**src/rtl/spi_xfer_if.sv**
```systemverilog
// Word-FIFO handshake and SPI pin bundle for the transfer sequencer.
// The sequencer is the bus master on both the FIFO strobes and the SPI pins.
interface spi_xfer_if #(
  parameter int MAXW = 32,
  parameter int NCS  = 4
);
  logic            tx_empty;
  logic [MAXW-1:0] tx_data;
  logic            tx_pop;
  logic            rx_full;
  logic [MAXW-1:0] rx_data;
  logic            rx_push;
  logic            spi_clk;
  logic            spi_tx;
  logic            spi_rx;
  logic [NCS-1:0]  spi_cs_n;

  modport master (
    input  tx_empty, tx_data, rx_full, spi_rx,
    output tx_pop, rx_data, rx_push, spi_clk, spi_tx, spi_cs_n
  );

  modport slave (
    output tx_empty, tx_data, rx_full, spi_rx,
    input  tx_pop, rx_data, rx_push, spi_clk, spi_tx, spi_cs_n
  );
endinterface

```
**src/rtl/spi_xfer_ctrl.sv**
```systemverilog
// SPI transfer sequencer: pops a TX word, shifts it out MSB first in the
// selected SPI mode while sampling MISO, then pushes the received word.
// All SPI timing advances on half_tick (one pulse per SCLK half-period).
module spi_xfer_ctrl #(
  parameter int MAXW = 32,
  parameter int NCS  = 4
) (
  input  logic                      clk,
  input  logic                      reset,
  input  logic                      enable,
  input  logic                      half_tick,
  input  logic [$clog2(MAXW)-1:0]   word_size,
  input  logic [NCS-1:0]            cs_auto,
  input  logic [NCS-1:0]            cs_enable,
  input  logic [$clog2(NCS)-1:0]    cs_select,
  input  logic [2*NCS-1:0]          mode_flat,
  spi_xfer_if.master                bus,
  output logic                      busy
);

  localparam int WSW  = $clog2(MAXW);
  localparam int SELW = $clog2(NCS);
  localparam int CW   = WSW + 2;

  typedef enum logic [1:0] {IDLE, SETUP, SHIFT, HOLD} state_t;

  state_t          state, state_nxt;
  logic [MAXW-1:0] shreg, rxreg, aligned;
  logic [CW-1:0]   edge_cnt, last_edge;
  logic [WSW:0]    nbits;
  logic [SELW-1:0] target, target_nxt;
  logic            cpol, cpha;
  logic [1:0]      sel_mode;
  logic            last, lead;
  logic [NCS-1:0]  cs_n_nxt;

  // {CPOL,CPHA} of the currently selected device (live, used while idle)
  assign sel_mode  = mode_flat[{cs_select, 1'b0} +: 2];
  // Left-justify the word so the MSB always sits at shreg[MAXW-1]
  assign aligned   = bus.tx_data << (WSW'(MAXW - 1) - word_size);
  assign last_edge = {nbits, 1'b0} - CW'(1);
  assign last      = (edge_cnt == last_edge);
  assign lead      = ~edge_cnt[0];
  assign busy      = (state != IDLE);
  assign bus.rx_data = rxreg;

  // State register
  always_ff @(posedge clk) begin
    if (reset) state <= IDLE;
    else       state <= state_nxt;
  end

  // Next-state logic and single-cycle FIFO strobes
  always_comb begin
    state_nxt   = state;
    bus.tx_pop  = 1'b0;
    bus.rx_push = 1'b0;
    if (!enable) begin
      state_nxt = IDLE;
    end else begin
      case (state)
        IDLE: if (!bus.tx_empty && !bus.rx_full && half_tick) begin
          bus.tx_pop = 1'b1;
          state_nxt  = SETUP;
        end
        SETUP: if (half_tick) state_nxt = SHIFT;
        SHIFT: if (half_tick && last) state_nxt = HOLD;
        HOLD: if (half_tick) begin
          bus.rx_push = 1'b1;
          state_nxt   = IDLE;
        end
        default: state_nxt = IDLE;
      endcase
    end
  end

  assign target_nxt = bus.tx_pop ? cs_select : target;

  // Per-line chip-select: manual lines follow cs_enable, auto lines assert
  // only for the latched target while a word is in flight. Computed from the
  // next state so CS moves on the same edge as the state change.
  for (genvar i = 0; i < NCS; i++) begin : g_cs
    assign cs_n_nxt[i] = cs_auto[i] ? ~((state_nxt != IDLE) && (target_nxt == SELW'(i)))
                                    : ~cs_enable[i];
  end

  // Datapath: word latch, SCLK generation, MOSI drive, MISO sampling, CS
  always_ff @(posedge clk) begin
    if (reset) begin
      shreg        <= '0;
      rxreg        <= '0;
      edge_cnt     <= '0;
      nbits        <= '0;
      target       <= '0;
      cpol         <= 1'b0;
      cpha         <= 1'b0;
      bus.spi_clk  <= sel_mode[1];
      bus.spi_tx   <= 1'b0;
      bus.spi_cs_n <= ~(cs_enable & ~cs_auto);
    end else begin
      bus.spi_cs_n <= cs_n_nxt;
      if (!enable) begin
        // Abort: word is dropped, SCLK parks at the selected idle level
        rxreg       <= '0;
        edge_cnt    <= '0;
        bus.spi_clk <= sel_mode[1];
        bus.spi_tx  <= 1'b0;
      end else begin
        case (state)
          IDLE: begin
            bus.spi_clk <= sel_mode[1];
            bus.spi_tx  <= 1'b0;
            if (bus.tx_pop) begin
              shreg    <= aligned;
              rxreg    <= '0;
              nbits    <= {1'b0, word_size} + 1'b1;
              target   <= cs_select;
              cpol     <= sel_mode[1];
              cpha     <= sel_mode[0];
              edge_cnt <= '0;
              // CPHA=0 presents the MSB before the first (sampling) edge
              if (!sel_mode[0]) bus.spi_tx <= aligned[MAXW-1];
            end
          end
          SETUP: if (half_tick) edge_cnt <= '0;
          SHIFT: if (half_tick) begin
            bus.spi_clk <= ~bus.spi_clk;
            edge_cnt    <= edge_cnt + 1'b1;
            // Sample on leading edges for CPHA=0, trailing edges for CPHA=1
            if (lead ^ cpha) begin
              rxreg <= {rxreg[MAXW-2:0], bus.spi_rx};
            end else begin
              bus.spi_tx <= cpha ? shreg[MAXW-1] : shreg[MAXW-2];
              shreg      <= shreg << 1;
            end
          end
          HOLD: if (half_tick) begin
            bus.spi_tx  <= 1'b0;
            bus.spi_clk <= cpol;
          end
          default: ;
        endcase
      end
    end
  end

endmodule
```
**src/flat_wrapper.sv**
```systemverilog
// flat-port wrapper written by rule: the top's interface ports become plain ports
module spi_xfer_ctrl_flat 
#(
  parameter int MAXW = 32,
  parameter int NCS  = 4
)
  (clk, reset, enable, half_tick, word_size, cs_auto, cs_enable, cs_select, mode_flat, busy, bus_tx_empty, bus_tx_data, bus_rx_full, bus_spi_rx, bus_tx_pop, bus_rx_data, bus_rx_push, bus_spi_clk, bus_spi_tx, bus_spi_cs_n);
  spi_xfer_if #(.MAXW(MAXW), .NCS(NCS)) bus_i ();
  input  logic clk;
  input  logic reset;
  input  logic enable;
  input  logic half_tick;
  input  logic [$clog2(MAXW)-1:0] word_size;
  input  logic [NCS-1:0] cs_auto;
  input  logic [NCS-1:0] cs_enable;
  input  logic [$clog2(NCS)-1:0] cs_select;
  input  logic [2*NCS-1:0] mode_flat;
  output logic busy;
  input wire logic [$bits(bus_i.tx_empty)-1:0] bus_tx_empty;
  input wire logic [$bits(bus_i.tx_data)-1:0] bus_tx_data;
  input wire logic [$bits(bus_i.rx_full)-1:0] bus_rx_full;
  input wire logic [$bits(bus_i.spi_rx)-1:0] bus_spi_rx;
  output wire logic [$bits(bus_i.tx_pop)-1:0] bus_tx_pop;
  output wire logic [$bits(bus_i.rx_data)-1:0] bus_rx_data;
  output wire logic [$bits(bus_i.rx_push)-1:0] bus_rx_push;
  output wire logic [$bits(bus_i.spi_clk)-1:0] bus_spi_clk;
  output wire logic [$bits(bus_i.spi_tx)-1:0] bus_spi_tx;
  output wire logic [$bits(bus_i.spi_cs_n)-1:0] bus_spi_cs_n;
  assign bus_i.tx_empty = bus_tx_empty;
  assign bus_i.tx_data = bus_tx_data;
  assign bus_i.rx_full = bus_rx_full;
  assign bus_i.spi_rx = bus_spi_rx;
  assign bus_tx_pop = bus_i.tx_pop;
  assign bus_rx_data = bus_i.rx_data;
  assign bus_rx_push = bus_i.rx_push;
  assign bus_spi_clk = bus_i.spi_clk;
  assign bus_spi_tx = bus_i.spi_tx;
  assign bus_spi_cs_n = bus_i.spi_cs_n;
  spi_xfer_ctrl #(.MAXW(MAXW), .NCS(NCS)) u_core (.clk(clk), .reset(reset), .enable(enable), .half_tick(half_tick), .word_size(word_size), .cs_auto(cs_auto), .cs_enable(cs_enable), .cs_select(cs_select), .mode_flat(mode_flat), .bus(bus_i), .busy(busy));
endmodule
```
**config.mk**
```make
export PLATFORM = sky130hd
export DESIGN_NAME = spi_xfer_ctrl_flat
export DESIGN_NICKNAME = d
export VERILOG_FILES = /design/src/rtl/spi_xfer_if.sv /design/src/rtl/spi_xfer_ctrl.sv /design/src/flat_wrapper.sv
export SDC_FILE = /design/constraint.sdc
export NUM_CORES = 1
export LEC_CHECK = 0
export CORE_ASPECT_RATIO = 0.8
export CORE_MARGIN = 2
export CORE_UTILIZATION = 48
export CTS_CLUSTER_DIAMETER = 30
export CTS_CLUSTER_SIZE = 25
export DETAILED_ROUTE_END_ITERATION = 10
export PLACE_DENSITY = 0.73
export SKIP_CTS_REPAIR_TIMING = 1
export SLEW_MARGIN = 40
export SYNTH_ARGS = -nofsm -noshare
export SYNTH_HDL_FRONTEND = slang
export SYNTH_SLANG_ARGS = --single-unit
```
**constraint.sdc**
```tcl
create_clock -name clk -period 2 [get_ports clk]
set_clock_uncertainty 0.15 [all_clocks]
set_input_delay 0.3 -clock clk [delete_from_list [all_inputs] [get_ports clk]]
set_output_delay 0.3 -clock clk [all_outputs]
set_load 0.005 [all_outputs]
```
==> key figures <==
Layout
  • P&R area growth vs syn: 38.7%
  • Layout net count: 799
  • Commonest non-fill, non-tap cell in the layout: dfxtp_1
  • Share of layout cells above drive strength 1: 22.1%
  • N_diodes: 0
  • Commonest non-fill, non-tap cells in the layout: 87 x dfxtp_1, 77 x buf_4, 74 x nor2_1
  • Fill cells: 895

Power
  • Pwr dens: 589 nW/µm²
  • Max VDD drop: approximately 420 µV
  • LEAKAGE: 3.11 nW
  • PnR Total Power: 4.53 mW

Drt
  • Met3 wire length: 1280 µm
  • Met2 wire len: 7730 µm
  • Vias per cell: 6.13
  • DRT met1 WL: between 7000 and 8000 µm
  • WL/cell: 18.9 µm
  • Via count: 5434
  • Initial drt markers: 607
  • Drt first pass iters: 6
  • Uppermost routed layer: met4
  • Residual DRC: 0
  • Antenna Nets Post-Route: 0
  • DRT Wirelength: 16800 µm

Global routing
  • Total grt overflow: 0
  • Gr usage total: a little over a quarter
  • Largest net degree at the start of global routing: 35
  • Vias in the first global route: 5119
  • First-pass GRT wire length: approximately 27000 µm
  • Initial antenna violation count: 0

STA
  • Post-layout minimum cycle time: 2.00 ns
  • Slew Limit Fails: 0
  • Slew margin rel.: 65.0%
  • Final setup violation count: 0
  • Max frequency: 500 MHz
  • Final TNS setup: 0 ns
  • Fin. Hold Viols: 0
  • Final WS setup: 0.00180 ns
  • Worst Tran Pin Value: 0.521 ns
  • Fin crit share: 99.9%

Worst setup path
  • R2r setup slk: around 0.15 ns
  • Reg2Reg Launch Point: u_core.cpha
  • CP startpoint kind: input pin
  • Critical Path RT: 2.08 ns
  • Crit-path max FO: 12
  • R2r worst-path depth: 6
  • Critical path capture point type: flop
  • Reg2Reg Capture Point: u_core.bus.rx_data[6]
  • Worst path arrival time: around 2.1 ns
  • Critical path type: in2reg

Placed design
  • Placed wire-length estimate: 12400 µm
  • Buffers on Ports: 102
  • Pre-CTS setup slack: -0.456 ns
  • Placer's final routability congestion estimate: 0.990

Floorplanning
  • Die ar.: 12400 µm²
  • IO Count: roughly 100
  • Die width: 124 µm
  • CORE AREA: 11400 µm²
  • Die span in y: 100 µm
  • Row count: 35
  • Starting Density: 48.7%

Synth
  • Synth warnings: 0
  • Yosys reg bits: about 90
  • EDFF count, synth: 1
  • Syn Std Cell Area: around 5500 µm²
  • Post-synthesis sequential area ratio: approximately 32%
  • Synth unique cells: 64
  • Async set-reset flop share out of synthesis: 0%
  • Post-synthesis net count: 647
  • Avg Inst Size Synth: ~9.5 µm²
  • Synth Instances: approximately 580
  • Top_reg_cell synth: dfxtp_1

Outcome
  • Status: finished, final reports clean

Clock tree
  • Num CTS Buffers: 9
  • Clk sinks: 89
  • Root Driver: clkbuf_16
  • CTS tree: done
  • Clock-pin slew of the registers on the worst-case setup and hold paths: 0.07 ns
  • Clock Latency Late Sink: 0.35 ns
  • H-tree Lvls: 3
  • Clock Path Buffers: 2

Min path
  • Hold endpoint: u_core.nbits[0]
  • Hold WC Path Type: in2reg
  • Hold wc startpoint: word_size[0]
  • Hold Path Depth: 3

Job
  • Number of max-cap violations: 0
## power breakdown
part	internal [mW]	total, mW	switching (mW)
Sequential	1.81	1.83	0.0218
Combinational	0.527	1.01	0.480
Clock	0.878	1.69	0.810
Total	3.21	4.53	1.31
## metal layers
metal	GRT usage (%)	up-vias
li1	-	2515
met1	39.6	2635
met2	40.8	251
met3	6.02	33
met4	7.78	0
met5	0	-
## registers in the layout (all words and copies together) (netlist names)
signal               cells
u_core.bus.rx_data      32
u_core.shreg            32
u_core.edge_cnt          7
u_core.nbits             6
u_core.bus.spi_cs_n      4
u_core.state             2
u_core.target            2
u_core.bus.spi_clk       1
u_core.bus.spi_tx        1
u_core.cpha              1
u_core.cpol              1
## synthesized netlist by cell type (7+ instances only)
cell type	number	area [µm²]
nor2b_1	13	81.3
nand2_1	41	154
a221oi_1	9	78.8
xnor2_1	12	105
xor2_1	9	78.8
a211oi_1	9	67.6
nor3_1	12	60.1
o21ai_0	29	145
nor2_1	74	278
dfxtp_1	88	1760
mux4_1	19	499
nand3_1	9	45.0
a22oi_1	32	240
buf_6	8	90.1
a21oi_1	20	100
mux4_2	14	315
mux2i_1	37	370
buf_2	10	50.1
mux2_2	7	78.8
o22ai_1	7	43.8
clkbuf_1	24	90.1
o211ai_1	8	60.1
## cell families (layout without fill, tap and decap cells)
kind of cell / after synthesis / count (layout) / synth area share, %
fa+ha+maj: 3 / 3 / 0.678
buf+inv: 59 / 216 / 6.53
compound gates: 154 / 154 / 19.4
xor+xnor: 21 / 21 / 3.32
mux: 77 / 77 / 22.8
flops: 89 / 89 / 32.3
simple gates: 179 / 179 / 14.9
## through the flow
stage	area (µm²)	utilization (%)	hold WS, ns	std cells
after CTS	7480	65.7	0.318	879
after floorplan	5560	-	0.273	582
after detailed placement	7180	63.1	0.308	863
after global placement	7180	63.1	0.294	863
after global routing	7680	67.5	0.214	887
final	7680	67.5	0.194	887
## critical path: stages
cell and delay, ns:
buf_6 0.14, buf_12 0.15, mux4_1 0.68, mux2i_1 0.33
a21oi_1 0.12, a221oi_1 0.27, nor2_1 0.09
## worst max path at each step
stage	start	endpoint	slack, ns	cells after the start
after detailed placement	bus_tx_data[5]	u_core.bus.spi_tx	-0.46	6
after global routing	word_size[0]	u_core.shreg[22]	-0.003	7
final	word_size[0]	u_core.shreg[22]	0.002	7
after global placement	word_size[0]	u_core.shreg[22]	-0.43	7
after CTS	u_core.state[1]	bus_tx_pop	-0.32	3
after floorplan	word_size[0]	u_core.shreg[27]	-0.04	6
## area by class of cell
class                           count  area (µm²)  area share, %
Sequential cell                    89        1790           23.3
Clock inverter                      7        71.3          0.928
Inverter                            6        22.5          0.293
Tap cell                          148         185           2.41
Timing Repair Buffer              194        1960           25.5
Multi-Input combinational cell    434        3420           44.6
Clock buffer                        9         225           2.93
No activity file was read; power rests on OpenSTA's default activity.
